### src/rtl/eei.sv
// Shared definitions for the memory-bus arbiter slice.
//   Addr               : memory address type
//   MEM_DATA_WIDTH     : data width of every membus port
//   STARVE_MAX_DEFAULT : default number of data grants a waiting fetch tolerates
//   Owner              : which requester owns the shared port
//   arb_state_e        : arbiter FSM states, exported for debug visibility
package eei;
  typedef logic [31:0] Addr;

  localparam int MEM_DATA_WIDTH     = 32;
  localparam int STARVE_MAX_DEFAULT = 4;

  typedef enum logic [1:0] {
    None  = 2'd0,
    Fetch = 2'd1,
    Data  = 2'd2
  } Owner;

  typedef enum logic [1:0] {
    ST_IDLE      = 2'd0,
    ST_ISSUE     = 2'd1,
    ST_WAIT_RESP = 2'd2
  } arb_state_e;
endpackage

### src/rtl/membus_if.sv
// Memory bus interface.
// Handshake: a request transfers on a cycle where valid=1 and ready=1;
// the requester holds valid/addr/wen/wdata/wmask stable until then.
// A response is a single cycle with rvalid=1 carrying rdata; it has no
// back-pressure.
//   master : drives the request, receives ready and the response
//   slave  : receives the request, drives ready and the response
interface membus_if;
  import eei::*;

  logic                          valid;
  logic                          ready;
  Addr                           addr;
  logic                          wen;
  logic [MEM_DATA_WIDTH-1:0]     wdata;
  logic [MEM_DATA_WIDTH/8-1:0]   wmask;
  logic                          rvalid;
  logic [MEM_DATA_WIDTH-1:0]     rdata;

  modport master (
    output valid, addr, wen, wdata, wmask,
    input  ready, rvalid, rdata
  );

  modport slave (
    input  valid, addr, wen, wdata, wmask,
    output ready, rvalid, rdata
  );
endinterface

### src/rtl/membus_arb_sel.sv
// Combinational winner selection between fetch and data requesters.
//   ivalid     : fetch requester valid
//   dvalid     : data requester valid
//   starve_cnt : consecutive data grants taken while fetch waited
//   winner     : selected owner (None when nobody requests)
// Data is preferred; once the fetch side has waited STARVE_MAX data
// grants it wins the next contended cycle.
module membus_arb_sel
  import eei::*;
#(
  parameter int STARVE_MAX = STARVE_MAX_DEFAULT
) (
  input  logic       ivalid,
  input  logic       dvalid,
  input  logic [3:0] starve_cnt,
  output Owner       winner
);

  always_comb begin
    winner = None;
    if (ivalid && dvalid) begin
      winner = (starve_cnt == 4'(STARVE_MAX)) ? Fetch : Data;
    end else if (dvalid) begin
      winner = Data;
    end else if (ivalid) begin
      winner = Fetch;
    end
  end

endmodule

### src/rtl/membus_arbiter.sv
// Two-requester arbiter for a single shared memory port.
//   clk            : clock
//   rst            : asynchronous active-low reset
//   ibus           : instruction-fetch requester
//   dbus           : data requester
//   mbus           : shared memory port
//   grant          : one-hot owner (bit0 fetch, bit1 data, 0 none)
//   dbg_state      : FSM state, for observation only
//   dbg_starve_cnt : starvation counter, for observation only
// One transaction is outstanding at a time. In Idle the winner is routed
// to mbus in the same cycle, so arbitration adds no request latency.
module membus_arbiter
  import eei::*;
#(
  parameter int STARVE_MAX = STARVE_MAX_DEFAULT
) (
  input  logic        clk,
  input  logic        rst,
  membus_if.slave     ibus,
  membus_if.slave     dbus,
  membus_if.master    mbus,
  output logic [1:0]  grant,
  output arb_state_e  dbg_state,
  output logic [3:0]  dbg_starve_cnt
);

  arb_state_e state;
  Owner       owner;
  logic [3:0] starve_cnt;
  Owner       winner;
  Owner       sel;
  logic       req_phase;

  membus_arb_sel #(
    .STARVE_MAX (STARVE_MAX)
  ) u_sel (
    .ivalid     (ibus.valid),
    .dvalid     (dbus.valid),
    .starve_cnt (starve_cnt),
    .winner     (winner)
  );

  always_ff @(posedge clk or negedge rst) begin
    if (!rst) begin
      state      <= ST_IDLE;
      owner      <= None;
      starve_cnt <= '0;
    end else begin
      case (state)
        ST_IDLE: begin
          if (winner != None) begin
            owner <= winner;
            state <= mbus.ready ? ST_WAIT_RESP : ST_ISSUE;
            // Only a data grant that actually bypassed a waiting fetch counts.
            if (winner == Data && ibus.valid) begin
              starve_cnt <= (starve_cnt == 4'(STARVE_MAX)) ? starve_cnt
                                                            : starve_cnt + 4'd1;
            end else begin
              starve_cnt <= '0;
            end
          end
        end
        ST_ISSUE: begin
          if (mbus.ready) begin
            state <= ST_WAIT_RESP;
          end
        end
        ST_WAIT_RESP: begin
          if (mbus.rvalid) begin
            state <= ST_IDLE;
            owner <= None;
          end
        end
        default: begin
          state <= ST_IDLE;
          owner <= None;
        end
      endcase
    end
  end

  // Idle routes the fresh winner; afterwards only the latched owner counts,
  // even if that port drops valid or the other port starts requesting.
  always_comb begin
    sel       = (state == ST_IDLE) ? winner : owner;
    req_phase = rst && (state != ST_WAIT_RESP);

    mbus.valid = 1'b0;
    mbus.addr  = '0;
    mbus.wen   = 1'b0;
    mbus.wdata = '0;
    mbus.wmask = '0;
    ibus.ready = 1'b0;
    dbus.ready = 1'b0;

    if (req_phase) begin
      case (sel)
        Fetch: begin
          mbus.valid = ibus.valid;
          mbus.addr  = ibus.addr;
          mbus.wen   = ibus.wen;
          mbus.wdata = ibus.wdata;
          mbus.wmask = ibus.wmask;
          ibus.ready = mbus.ready;
        end
        Data: begin
          mbus.valid = dbus.valid;
          mbus.addr  = dbus.addr;
          mbus.wen   = dbus.wen;
          mbus.wdata = dbus.wdata;
          mbus.wmask = dbus.wmask;
          dbus.ready = mbus.ready;
        end
        default: ;
      endcase
    end

    // Responses are only meaningful while waiting for one; anything else
    // (including a late reply to a request killed by reset) is dropped.
    ibus.rvalid = rst && (state == ST_WAIT_RESP) && (owner == Fetch) && mbus.rvalid;
    dbus.rvalid = rst && (state == ST_WAIT_RESP) && (owner == Data) && mbus.rvalid;
    ibus.rdata  = mbus.rdata;
    dbus.rdata  = mbus.rdata;

    grant = 2'b00;
    if (rst) begin
      case (sel)
        Fetch:   grant = 2'b01;
        Data:    grant = 2'b10;
        default: grant = 2'b00;
      endcase
    end
  end

  assign dbg_state      = state;
  assign dbg_starve_cnt = starve_cnt;

endmodule

### src/flat_wrapper.sv
// flat-port wrapper written by rule: the top's interface ports become plain ports
module membus_arbiter_flat import eei::*;
#(
  parameter int STARVE_MAX = STARVE_MAX_DEFAULT
)
  (clk, rst, grant, dbg_state, dbg_starve_cnt, ibus_valid, ibus_addr, ibus_wen, ibus_wdata, ibus_wmask, ibus_ready, ibus_rvalid, ibus_rdata, dbus_valid, dbus_addr, dbus_wen, dbus_wdata, dbus_wmask, dbus_ready, dbus_rvalid, dbus_rdata, mbus_valid, mbus_addr, mbus_wen, mbus_wdata, mbus_wmask, mbus_ready, mbus_rvalid, mbus_rdata);
  membus_if ibus_i ();
  membus_if dbus_i ();
  membus_if mbus_i ();
  input  logic clk;
  input  logic rst;
  output logic [1:0] grant;
  output arb_state_e dbg_state;
  output logic [3:0] dbg_starve_cnt;
  input wire logic [$bits(ibus_i.valid)-1:0] ibus_valid;
  input wire logic [$bits(ibus_i.addr)-1:0] ibus_addr;
  input wire logic [$bits(ibus_i.wen)-1:0] ibus_wen;
  input wire logic [$bits(ibus_i.wdata)-1:0] ibus_wdata;
  input wire logic [$bits(ibus_i.wmask)-1:0] ibus_wmask;
  output wire logic [$bits(ibus_i.ready)-1:0] ibus_ready;
  output wire logic [$bits(ibus_i.rvalid)-1:0] ibus_rvalid;
  output wire logic [$bits(ibus_i.rdata)-1:0] ibus_rdata;
  input wire logic [$bits(dbus_i.valid)-1:0] dbus_valid;
  input wire logic [$bits(dbus_i.addr)-1:0] dbus_addr;
  input wire logic [$bits(dbus_i.wen)-1:0] dbus_wen;
  input wire logic [$bits(dbus_i.wdata)-1:0] dbus_wdata;
  input wire logic [$bits(dbus_i.wmask)-1:0] dbus_wmask;
  output wire logic [$bits(dbus_i.ready)-1:0] dbus_ready;
  output wire logic [$bits(dbus_i.rvalid)-1:0] dbus_rvalid;
  output wire logic [$bits(dbus_i.rdata)-1:0] dbus_rdata;
  output wire logic [$bits(mbus_i.valid)-1:0] mbus_valid;
  output wire logic [$bits(mbus_i.addr)-1:0] mbus_addr;
  output wire logic [$bits(mbus_i.wen)-1:0] mbus_wen;
  output wire logic [$bits(mbus_i.wdata)-1:0] mbus_wdata;
  output wire logic [$bits(mbus_i.wmask)-1:0] mbus_wmask;
  input wire logic [$bits(mbus_i.ready)-1:0] mbus_ready;
  input wire logic [$bits(mbus_i.rvalid)-1:0] mbus_rvalid;
  input wire logic [$bits(mbus_i.rdata)-1:0] mbus_rdata;
  assign ibus_i.valid = ibus_valid;
  assign ibus_i.addr = ibus_addr;
  assign ibus_i.wen = ibus_wen;
  assign ibus_i.wdata = ibus_wdata;
  assign ibus_i.wmask = ibus_wmask;
  assign ibus_ready = ibus_i.ready;
  assign ibus_rvalid = ibus_i.rvalid;
  assign ibus_rdata = ibus_i.rdata;
  assign dbus_i.valid = dbus_valid;
  assign dbus_i.addr = dbus_addr;
  assign dbus_i.wen = dbus_wen;
  assign dbus_i.wdata = dbus_wdata;
  assign dbus_i.wmask = dbus_wmask;
  assign dbus_ready = dbus_i.ready;
  assign dbus_rvalid = dbus_i.rvalid;
  assign dbus_rdata = dbus_i.rdata;
  assign mbus_valid = mbus_i.valid;
  assign mbus_addr = mbus_i.addr;
  assign mbus_wen = mbus_i.wen;
  assign mbus_wdata = mbus_i.wdata;
  assign mbus_wmask = mbus_i.wmask;
  assign mbus_i.ready = mbus_ready;
  assign mbus_i.rvalid = mbus_rvalid;
  assign mbus_i.rdata = mbus_rdata;
  membus_arbiter #(.STARVE_MAX(STARVE_MAX)) u_core (.clk(clk), .rst(rst), .ibus(ibus_i), .dbus(dbus_i), .mbus(mbus_i), .grant(grant), .dbg_state(dbg_state), .dbg_starve_cnt(dbg_starve_cnt));
endmodule
### config.mk
export PLATFORM = sky130hd
export DESIGN_NAME = membus_arbiter_flat
export DESIGN_NICKNAME = d
export VERILOG_FILES = /design/src/rtl/eei.sv /design/src/rtl/membus_if.sv /design/src/rtl/membus_arb_sel.sv /design/src/rtl/membus_arbiter.sv /design/src/flat_wrapper.sv
export SDC_FILE = /design/constraint.sdc
export NUM_CORES = 1
export LEC_CHECK = 0
export ABC_AREA = 1
export CORE_AREA = 3 3 124 126
export CTS_CLUSTER_DIAMETER = 60
export DETAILED_ROUTE_END_ITERATION = 8
export DIE_AREA = 0 0 127 129
export PLACE_DENSITY_LB_ADDON = 0.3
export SLEW_MARGIN = 20
export SYNTH_ARGS = -nofsm -noshare
export SYNTH_HDL_FRONTEND = slang
export SYNTH_SLANG_ARGS = --single-unit
### constraint.sdc
create_clock -name clk -period 3.1 [get_ports clk]
set_clock_uncertainty 0.05 [all_clocks]
set_input_delay 0.62 -clock clk [delete_from_list [all_inputs] [get_ports clk]]
set_output_delay 0.62 -clock clk [all_outputs]
set_load 0.01 [all_outputs]
Word-level counts from Yosys, hierarchy flattened

Index checks and enable logic that the tools add are counted.

Multiplexer cells: 30
Reductions and logical operators: 13
Add/subtract/negate cells: 1
Bitwise operators: 1
Equality and inequality tests: 13

Operator list:

| kind                | count |
|---|---|
| $pmux 32 s2         | 2 |
| $mux 32             | 2 |
| $mux 2              | 10 |
| $mux 4              | 3 |
| $pmux 2 s3          | 2 |
| $reduce_and 3->1    | 3 |
| $eq 2x2->1 const B  | 4 |
| $logic_and 1x1->1   | 8 |
| $ne 2x2->1 const B  | 4 |
| $pmux 4 s2          | 1 |
| $mux 1              | 7 |
| $eq 2x1->1 const B  | 3 |
| $add 4x1->4 const B | 1 |
| $eq 4x3->1 const B  | 1 |
| $pmux 1 s2          | 2 |
| $pmux 2 s2          | 1 |
| $logic_not 2->1     | 1 |
| $ne 2x1->1 const B  | 1 |
| $reduce_bool 2->1   | 1 |
| $not 1->1           | 1 |

Output and inout bits: 146
Bits in registers: 8
Input bits: 176
Logic and storage cells: 61

Longest topological paths before layout

Gate-level depths: netlist of the first run.

Depth after elaboration: 7
Gate-level depth with buffers: 12
Depth with buffers taken out: 10

Cells and area by module

A second synthesis of the first run with hierarchy kept.

Cells, all modules: 398
Area total of the unflattened synthesis: 2364.8 um2

By module, submodules not included:

| module         | cells an instance | times used | sequential area each (um2) | area an instance (um2) |
|---|---|---|---|---|
| membus_arbiter | 388               | 1          | 200.2                      | 2311.0 |
| membus_arb_sel | 10                | 1          | 0.0                        | 53.8 |

Worst setup path after synthesis of the first run

OpenSTA, ideal clock, no wires.

Kind: reg2out
Start: reg u_core.starve_cnt[0] (netlist: u_core.dbg_starve_cnt[0])
End: out mbus_addr[0]
Data required time: 2430 ps
Stages on the path, launching flop included: 12
Arrival: 1853 ps
Path slack: 577 ps
Buffers on the path: 1
Path through: dfrtp_1 -> inv_1 -> ha_1 -> nand3_1 -> nand2_1 -> nand3_1 -> o21ai_1 -> inv_1 -> ha_1 -> nand3b_4 -> buf_6 -> a21oi_2

Cells in the longest elaborated chain, start to end: 7
Elaborated cells on any way between the ends: 8
Classes of those cells: 3 x eq/ne; 5 x mux

RTL lines:

| element                                  | RTL line             | source |
|---|---|---|
| start: declaration                       | membus_arbiter.sv:29 | `logic [3:0] starve_cnt;` |
| start signal: assignment                 | membus_arbiter.sv:56 | `starve_cnt <= (starve_cnt == 4'(STARVE_MAX)) ? starve_cnt` |
| $eq 4x3->1 *                             | membus_arb_sel.sv:22 | `winner = (starve_cnt == 4'(STARVE_MAX)) ? Fetch : Data;` |
| $mux 2 *                                 | membus_arb_sel.sv:22 |  |
| $mux 2 *                                 | membus_arb_sel.sv:21 | `if (ivalid && dvalid) begin` |
| $mux 2 *                                 | membus_arbiter.sv:85 | `sel = (state == ST_IDLE) ? winner : owner;` |
| $eq 2x2->1 or $eq 2x1->1 (tied branches) | membus_arbiter.sv:97 | `case (sel)` |
| $pmux 32 s2 *                            | membus_arbiter.sv:97 |  |
| $mux 32 *                                | membus_arbiter.sv:96 | `if (req_phase) begin` |
| end: declaration                         | flat_wrapper.sv:32   | `output wire logic [$bits(mbus_i.addr)-1:0] mbus_addr;` |

Mark *: on every way between the ends. The rest lies on a longest branch, timed or not.

Worst setup path after layout of the first run

Start: in ibus_valid
End: out mbus_addr[24]

Cells in the longest elaborated chain, start to end: 7
Elaborated cells on any way between the ends: 9
Classes of those cells: 2 x eq/ne; 6 x mux; 1 x reduce/logical

RTL lines:

| element                                  | RTL line             | source |
|---|---|---|
| start: declaration                       | flat_wrapper.sv:15   | `input wire logic [$bits(ibus_i.valid)-1:0] ibus_valid;` |
| $mux 1                                   | membus_arb_sel.sv:25 | `end else if (ivalid) begin` |
| $mux 2                                   | membus_arb_sel.sv:23 | `end else if (dvalid) begin` |
| $mux 2 *                                 | membus_arb_sel.sv:21 |  |
| $mux 2 *                                 | membus_arbiter.sv:85 |  |
| $eq 2x2->1 or $eq 2x1->1 (tied branches) | membus_arbiter.sv:97 |  |
| $pmux 32 s2 *                            | membus_arbiter.sv:97 |  |
| $mux 32 *                                | membus_arbiter.sv:96 |  |

Marked as above.

==> results of run 1 <==
sequential cells by signal (all words and copies together), names as in the netlist:
name / cells
u_core.owner: 2
u_core.dbg_starve_cnt: 4
u_core.dbg_state: 2
through the flow:
step | setup TNS (ns) | power, mW | worst slack [ns]
2_1_floorplan | 0 | 0.775 | 0.577
3_3_place_gp | -31.31 | 1.21 | -0.488
3_5_place_dp | -34.22 | 1.23 | -0.534
4_1_cts | -0.0929 | 1.55 | -0.0929
5_1_grt | -0.0650 | 1.67 | -0.0179
6_report | 0 | 1.55 | 0.0886
synth_stat cells:
cell,n,area share
nand2_1,164,0.26
a21oi_2,70,0.26
buf_4,64,0.20
inv_1,19,0.030
buf_2,16,0.034
dfrtp_1,8,0.085
buf_6,7,0.034
o21ai_0,5,0.011
ha_1,4,0.021
nand3_1,4,0.0085
nor2_1,4,0.0064
nand2_2,2,0.0053
nor3_1,2,0.0043
nor4_1,2,0.0053
o21ai_1,2,0.0043
a211oi_1,1,0.0032
inv_2,1,0.0016
nand3b_4,1,0.0085
nor2_2,1,0.0027
nor2_4,1,0.0048
xnor2_1,1,0.0037
final cells by class:
type / instances / area (um^2)
Fill cell: 1559 / 9840
Timing Repair Buffer: 256 / 2480
Multi-Input combinational cell: 264 / 1520
Tap cell: 184 / 230
Sequential cell: 8 / 200
Clock buffer: 3 / 75.1
Inverter: 20 / 75.1
timing repair:
action,in CTS,in global routing
buffers inserted,6,0
pin swaps,2,3
gates resized for setup,134,54
gates cloned,3,0
setup endpoints to repair,74,73
cells in the final DEF (no fill, tap or decap), types with 4 or more instances in the layout:
cell type          n
a21oi_2           69
buf_12             8
buf_16             4
buf_2             14
buf_4             19
clkbuf_2          15
clkdlybuf4s15_1    5
clkdlybuf4s50_1  152
dfrtp_1            8
dlygate4sd2_1     36
inv_1             15
inv_2              5
nand2_1          163
nor2_1             4
o21ai_0            4
metal layers:
metal / wire length, um / share of wire / GRT usage
met5: 0 / 0 / 0
met1: 4010 / 0.37 / 0.140
met4: 136 / 0.013 / 0.0233
met2: 5410 / 0.50 / 0.219
met3: 1190 / 0.11 / 0.0394
power by group:
group	internal [mW]	switching (mW)
Clock	0.167	0.0538
Combinational	0.582	0.618
Sequential	0.120	0.0110
how the worst min path moves through the flow:
stage                                from  cells after the start                        to
final                     u_core.owner[1]                      2           u_core.owner[1]
after global routing      u_core.owner[1]                      2           u_core.owner[1]
after CTS                 u_core.owner[1]                      2           u_core.owner[1]
after detailed placement  u_core.owner[1]                      2           u_core.owner[1]
after global placement    u_core.owner[1]                      2           u_core.owner[1]
after floorplan                       rst                      0  u_core.dbg_starve_cnt[0]
kinds of logic after synthesis:
logic type / synth area share
xor+xnor: 0.00372
fa+ha+maj: 0.0213
simple gates: 0.307
compound gates: 0.279
flops: 0.0851
buf+inv: 0.304
critical path: cells and delay by family:
family | cells | cell delay (ns)
AO/OA/AOI/OAI | 3 | 0.35
adder cells (fa/ha/maj) | 1 | 0.24
buffers and inverters | 6 | 0.91
AND/OR/NAND/NOR | 1 | 0.20
==> flow_metrics.py, run 1 <==
metrics = {
    "cts": {
        "cts_tree": "built",
        "clk_path_buf_depth": 2,
        "cts.clk_slew.worst_paths_ns": 0.04,
        "clk_latency_ns": 0.23,
        "clock-sinks": 8,
        "root_buffer": "clkbuf_16",
        "hold_buffers": 0,
        "h-tree-depth": 1,
        "cts_buffers": 3,
    },
    "final_layout": {
        "final_area_mm2": 0.00458,
        "post-route-util": 0.318,
        "drive_gt1_frac": 0.281,
        "area_delta_synth_final_pct": 94.9,
        "finalNonFillerCells": 735,
        "layout.nets": 733,
        "antennaDiodeCount": 0,
    },
    "grt": {
        "grt.total_usage": 0.121,
        "grt_pass1_vias": 3103,
        "grt_pass1_wl_um": 16100,
        "grt_max_degree": 40,
        "overflow": 0,
        "antenna_found_initial": 0,
    },
    "setup_path": {
        "path_cells": "dlygate4sd2_1, inv_1, o21ai_4, o21ai_2, ha_4, nand3b_4, buf_12, buf_12, buf_16, a21oi_2, clkbuf_2",
        "r2r_setup_slack_ns": 1.91,
        "max_stage_delay_ns": 0.26,
        "cp-end-kind": "output port",
        "start_kind": "input port",
        "crit_start": "ibus_valid",
        "worstRegToRegCells": 6,
        "cpMostUsedCell": "buf_12",
        "r2r-end": "u_core.owner[1]",
        "worstReg2RegStart": "u_core.dbg_starve_cnt[1]",
        "critPathKind": "in2out",
        "cp.arrival_ns": 2.34,
        "critical_path.endpoint": "mbus_addr[24]",
        "cp_data_required_time_ns": 2.43,
        "cp_slowest_cell": "dlygate4sd2_1",
        "cp_max_fo": 10,
    },
    "sta": {
        "finalSetupViolCount": 0,
        "slew_headroom": 0.818,
        "hold_viol_final": 0,
        "tightestPinTransition_ns": 0.270,
        "hold_ws_ns": 0.454,
        "layout_min_cycle_time_ns": 3.01,
        "drv_slew": 0,
        "fin_crit_sh": 0.971,
        "clock.fmax_ghz": 0.332,
    },
    "route": {
        "ant_nets": 0,
        "totalWireLength_um": 10700,
        "dr.pass1.iters": 4,
        "wl_per_cell_um": 14.6,
        "vias": 2947,
        "drc": 0,
        "drt-initial-drc-count": 97,
        "vias_per_cell": 4.01,
    },
    "logic_synthesis": {
        "synth.avg_cell_area_um2": 6.21,
        "synth_nets": 559,
        "ys_warn_count": 0,
        "yosysSeqAreaShare": 0.0851,
        "ys_seq_elements": 8,
        "ys_types": 21,
        "syn-cell-area_mm2": 0.00235,
        "synthCells": 379,
    },
    "floorplan": {
        "die_y_um": 129,
        "ios": 322,
        "initial_core_util": 0.163,
        "die_w_um": 127,
        "core.rowCount": 44,
        "die-area_mm2": 0.0164,
        "core_mm2": 0.0144,
    },
    "power_and_ir_drop": {
        "peakVddDrop_mv": 0.227,
        "leakage_nw": 1.87,
        "p_per_area_mw_per_mm2": 339,
    },
    "place": {
        "portBuffers": 225,
        "placedCellCount": 723,
        "dpl_cell_area_mm2": 0.00444,
        "gp_congestion": 0.860,
        "dp_hpwl_um": 8180,
    },
    "run_status": {
        "outcome": "finished clean",
    },
    "min_path": {
        "min_path_type": "reg2reg",
    },
    "flow_run": {
        "maxCapViolCount": 0,
    },
}
Note: power is estimated with default switching activity, not from simulation.
==> run 2: changes to the inputs <==
--- a/config.mk
+++ b/config.mk
@@ -7,8 +7,8 @@
 export LEC_CHECK = 0
 export ABC_AREA = 1
-export CORE_AREA = 3 3 124 126
+export CORE_AREA = 3 3 125 127
 export CTS_CLUSTER_DIAMETER = 60
 export DETAILED_ROUTE_END_ITERATION = 8
-export DIE_AREA = 0 0 127 129
+export DIE_AREA = 0 0 128 130
 export PLACE_DENSITY_LB_ADDON = 0.3
 export SLEW_MARGIN = 20
==> constraint.sdc (replaced) <==
create_clock -name clk -period 2.5 [get_ports clk]
set_clock_uncertainty 0.05 [all_clocks]
set_input_delay 0.5 -clock clk [delete_from_list [all_inputs] [get_ports clk]]
set_output_delay 0.5 -clock clk [all_outputs]
set_load 0.05 [all_outputs]
==> flow_metrics.py, run 2 (same netlist as run 1, synthesis figures left out) <==
metrics = {
    "cts": {
        "clk_latency_ns": 0.23,
        "hold_buffers": 0,
        "cts.clk_slew.worst_paths_ns": 0.04,
        "clk_path_buf_depth": 2,
        "root_buffer": "clkbuf_16",
        "cts_buffers": 3,
        "clock-sinks": 8,
        "h-tree-depth": 1,
        "cts_tree": "built",
    },
    "sta": {
        "hold_viol_final": 0,
        "drv_slew": 0,
        "rsz0062_at_grt": "true",
        "hold_ws_ns": 0.462,
        "layout_min_cycle_time_ns": 2.90,
        "setup_ws_ns": -0.396,
        "fin_crit_sh": 1.16,
        "slew_headroom": 0.657,
        "tightestPinTransition_ns": 0.512,
        "finalSetupViolCount": 73,
        "setup_tns_ns": -25.25,
        "clock.fmax_ghz": 0.345,
    },
    "power_and_ir_drop": {
        "combinationalPowerShare": 0.864,
        "internal_power_mw": 1.72,
        "p_per_area_mw_per_mm2": 502,
        "leakage_nw": 2.27,
        "p_sw_frac": 0.475,
        "switching_power_mw": 1.56,
        "power_frac_clock": 0.086,
        "seq_power_share": 0.050,
        "peakVddDrop_mv": 0.314,
        "total_power_mw": 3.28,
    },
    "floorplan": {
        "die-area_mm2": 0.0166,
        "die_y_um": 130,
        "core.rowCount": 44,
        "core_mm2": 0.0145,
        "die_w_um": 128,
        "ios": 322,
        "initial_core_util": 0.162,
    },
    "final_layout": {
        "largest_register_ff_count": 4,
        "final_area_mm2": 0.00653,
        "mostFrequentLayoutCells": "nand2_1, clkdlybuf4s50_1, buf_12, a21oi_4, buf_4",
        "mostFrequentLayoutCell": "nand2_1",
        "antennaDiodeCount": 0,
        "drive_gt1_frac": 0.405,
        "layout.nets": 749,
        "finalNonFillerCells": 752,
        "area_delta_synth_final_pct": 178,
        "post-route-util": 0.450,
    },
    "route": {
        "wl_per_cell_um": 18.2,
        "wl_met1_um": 5470,
        "highest_layer": "met4",
        "dr.pass1.iters": 4,
        "routed-wl-met3_um": 1020,
        "totalWireLength_um": 13700,
        "drc": 0,
        "ant_nets": 0,
        "wl_met2_um": 7060,
        "vias": 3144,
        "drt-initial-drc-count": 82,
        "vias_per_cell": 4.18,
    },
    "setup_path": {
        "r2r-end": "u_core.dbg_starve_cnt[2]",
        "worstReg2RegStart": "u_core.dbg_starve_cnt[0]",
        "cp_data_required_time_ns": 1.95,
        "r2r_setup_slack_ns": 1.15,
        "critPathKind": "reg2out",
        "worstRegToRegCells": 7,
        "cp_max_fo": 8,
        "cp.arrival_ns": 2.35,
        "start_kind": "register",
        "cp-end-kind": "output port",
    },
    "grt": {
        "antenna_found_initial": 0,
        "grt.total_usage": 0.149,
        "overflow": 0,
        "grt_pass1_vias": 3454,
        "grt_max_degree": 39,
        "grt_pass1_wl_um": 19600,
    },
    "place": {
        "dpl_cell_area_mm2": 0.00577,
        "dp_hpwl_um": 9750,
        "placedCellCount": 725,
        "gp_congestion": 0.765,
        "portBuffers": 225,
        "place_ws_ns": -0.559,
    },
    "run_status": {
        "violations": "negative setup slack",
        "outcome": "finished with violations",
    },
    "min_path": {
        "holdPathStages": 2,
        "hold_start": "u_core.owner[0]",
        "min_to": "u_core.owner[0]",
        "min_path_type": "reg2reg",
    },
    "flow_run": {
        "maxCapViolCount": 0,
    },
}
==> run 2: cell type report <==
class,count,area [um^2]
fill,1382,8000
timing repair buffer,272,3830
multi-input combinational,264,2110
tap,184,230
sequential,8,205
inverter,20,80.1
clock buffer,4,78.8
==> run 2: power groups by stage <==
| stage | clock network, mW | registers, mW | logic [mW] |
|---|---|---|---|
| 3_5_place_dp | 0 | 0.166 | 2.25 |
| 3_3_place_gp | 0 | 0.164 | 2.23 |
| 6_report | 0.283 | 0.164 | 2.83 |
| 4_1_cts | 0.285 | 0.165 | 2.79 |
| 5_1_grt | 0.292 | 0.167 | 2.98 |
| 2_1_floorplan | 0 | 0.213 | 1.58 |
==> run 2: worst max-delay path by stage <==
stage / start / end / slack [ns]
6_report: u_core.dbg_starve_cnt[0] / mbus_wdata[1] / -0.40
5_1_grt: u_core.dbg_starve_cnt[1] / mbus_wdata[1] / -0.51
4_1_cts: u_core.dbg_starve_cnt[1] / mbus_wdata[12] / -0.41
3_5_place_dp: dbus_valid / mbus_addr[7] / -0.56
3_3_place_gp: dbus_valid / mbus_addr[19] / -0.56
2_1_floorplan: u_core.dbg_state[0] / dbus_rvalid / -0.50
==> run 2: critical path: stages (launching register included) <==
cell,delay (ns)
dfrtp_2,0.40
inv_2,0.08
ha_4,0.14
nand3_4,0.11
o21ai_4,0.19
o21ai_4,0.10
ha_4,0.23
nand3b_4,0.19
buf_12,0.18
clkbuf_16,0.19
a21oi_4,0.14
buf_12,0.15
==> run 2: what timing repair did <==
item	in CTS	in global routing
resized for setup	34	20
pin swaps	3	7
setup endpoints to repair	74	76
endpoints found under the hold margin	0	0
gates cloned	14	2
setup buffers	6	5
==> run 2: metal layers <==
metal,global-route usage,up-vias
met5,0,-
met4,0.0287,0
met3,0.0287,10
met2,0.272,170
met1,0.184,1451
li1,-,1513
==> run 3: changes to the inputs <==
- ABC_CLOCK_PERIOD_IN_PS: unset -> 2500
==> results of run 3 <==
Same layout as run 2: the final DEF is identical, and so are final timing and power.
==> RTL change (settings of run 1) <==
Change the package constant `MEM_DATA_WIDTH` from 32 to 16.
--- a/src/rtl/eei.sv
+++ b/src/rtl/eei.sv
@@ -7,7 +7,7 @@
 package eei;
   typedef logic [31:0] Addr;
 
-  localparam int MEM_DATA_WIDTH     = 32;
+  localparam int MEM_DATA_WIDTH     = 16;
   localparam int STARVE_MAX_DEFAULT = 4;
 
   typedef enum logic [1:0] {
Interface: changed (9 resized); port bits go from 322 to 220. No check against the original RTL was run, so the function may have changed too.
==> RTL change against run 1 <==
  * Area after synthesis down 35%
  * Power down 5.2%
  * Sequential cell count unchanged
  * Largest cell class unchanged
  * Maximum frequency down 0.68%
  * Cell count down 13%
  * Die area unchanged
  * Largest power group unchanged
  * Routed wire length down 24%
  * Final area down 22%
  * Sequential power up 12%
  * Worst setup slack worse by 21 ps
  * Critical endpoint is now mbus_addr[5]
  * Critical path type is now flip-flop to output pin
  * First-iteration DRC count down 19%
==> RTL change: results <==
[run_status]
outcome = "completed"

[cells_and_area]
n_all_inverters = 19
fin_nets = 588
utilization = 0.248
multi_input_area_sq_mm = 0.00104
clock_tree_area_fraction = 0.0210
drive_above_1_share = 0.264
fill_cells = 1614
multi_input_cells = 215
area_share_nonclk_buffers = 0.547
nNonClkBuffers = 213
instances_no_fill = 642

[place]
post-place-cells = 628
port_buffers = 171
gp_congestion = 0.845
place_ws_ps = -665
dp_hpwl_um = 6050
dpl_cell_area_sq_mm = 0.00344

[critical_path]
crit_fanout = 5
r2r-end = "u_core.dbg_starve_cnt[2]$_DFFE_PN0P_"
cp-startpoint = "u_core.dbg_starve_cnt[1]$_DFFE_PN0P_"
r2r-start = "u_core.dbg_state[1]$_DFFE_PN0P_"
arrival_ps = 2360

[clock_network]
cts_setup_buffers = 4
cts_resized = 222

[drt]
post_drt_wl_per_cell_um = 12.8
routed_via_density = 3.78

[pwr]
irDropWorstVdd_v = 0.000272
p_seq_mw = 0.147
p_int_mw = 0.885
pg_comb_mw = 1.11
leakagePower_nw = 1.56

[timing]
layout_min_cycle_time_ps = 3030

[synth]
netlist_top_cells_area = "nand2_1 (32%), a21oi_1 (18%), buf_4 (16%), dfrtp_1 (13%), inv_1 (3.7%)"
avgSynthCellArea_sq_um = 5.28
yosysSeqAreaShare = 0.130
synth_xor_area_frac = 0
yosys-top-cells-count = "nand2_1 (130), a21oi_1 (54), buf_4 (32), inv_1 (15), clkbuf_1 (10)"
syn_nets = 419

[grt]
grt_use_total = 0.0885
first_global_vias = 2261
grt_max_degree = 31
grt_pass1_wl_um = 11800

[hold_path]
whs_endpoint = "u_core.owner[0]$_DFFE_PN0P_"
min-delay-start = "u_core.owner[0]$_DFFE_PN0P_"
[RTL change: cell types whose count changed in the layout (fill, tap and decap cells not counted), moves of 11 or more]
cell and delta:
nand2_1 -34, buf_2 +35, clkbuf_2 -14, buf_4 +11
a21oi_1 +50, dlygate4sd2_1 -33, clkdlybuf4s50_1 -37, a21oi_2 -65
[RTL change: metal layers]
metal / routed length (um) / track usage / share of wire / vias up
met3: 567 / 0.0141 / 0.069 / 7
li1: - / - / - / 1233
met1: 3220 / 0.108 / 0.39 / 1089
met5: 0 / 0 / 0 / -
met4: 76 / 0.0145 / 0.0093 / 0
met2: 4320 / 0.166 / 0.53 / 99
[RTL change: critical path, cell delays in order, from the launching register on]
cell,delay (ps)
dfrtp_1,350
inv_2,60
ha_4,160
nand2_2,80
nor2_4,50
a21oi_2,160
nand2_1,100
o21ai_2,100
ha_4,220
nand3b_4,190
buf_12,160
buf_12,120
buf_16,120
a21oi_1,110
buf_2,150
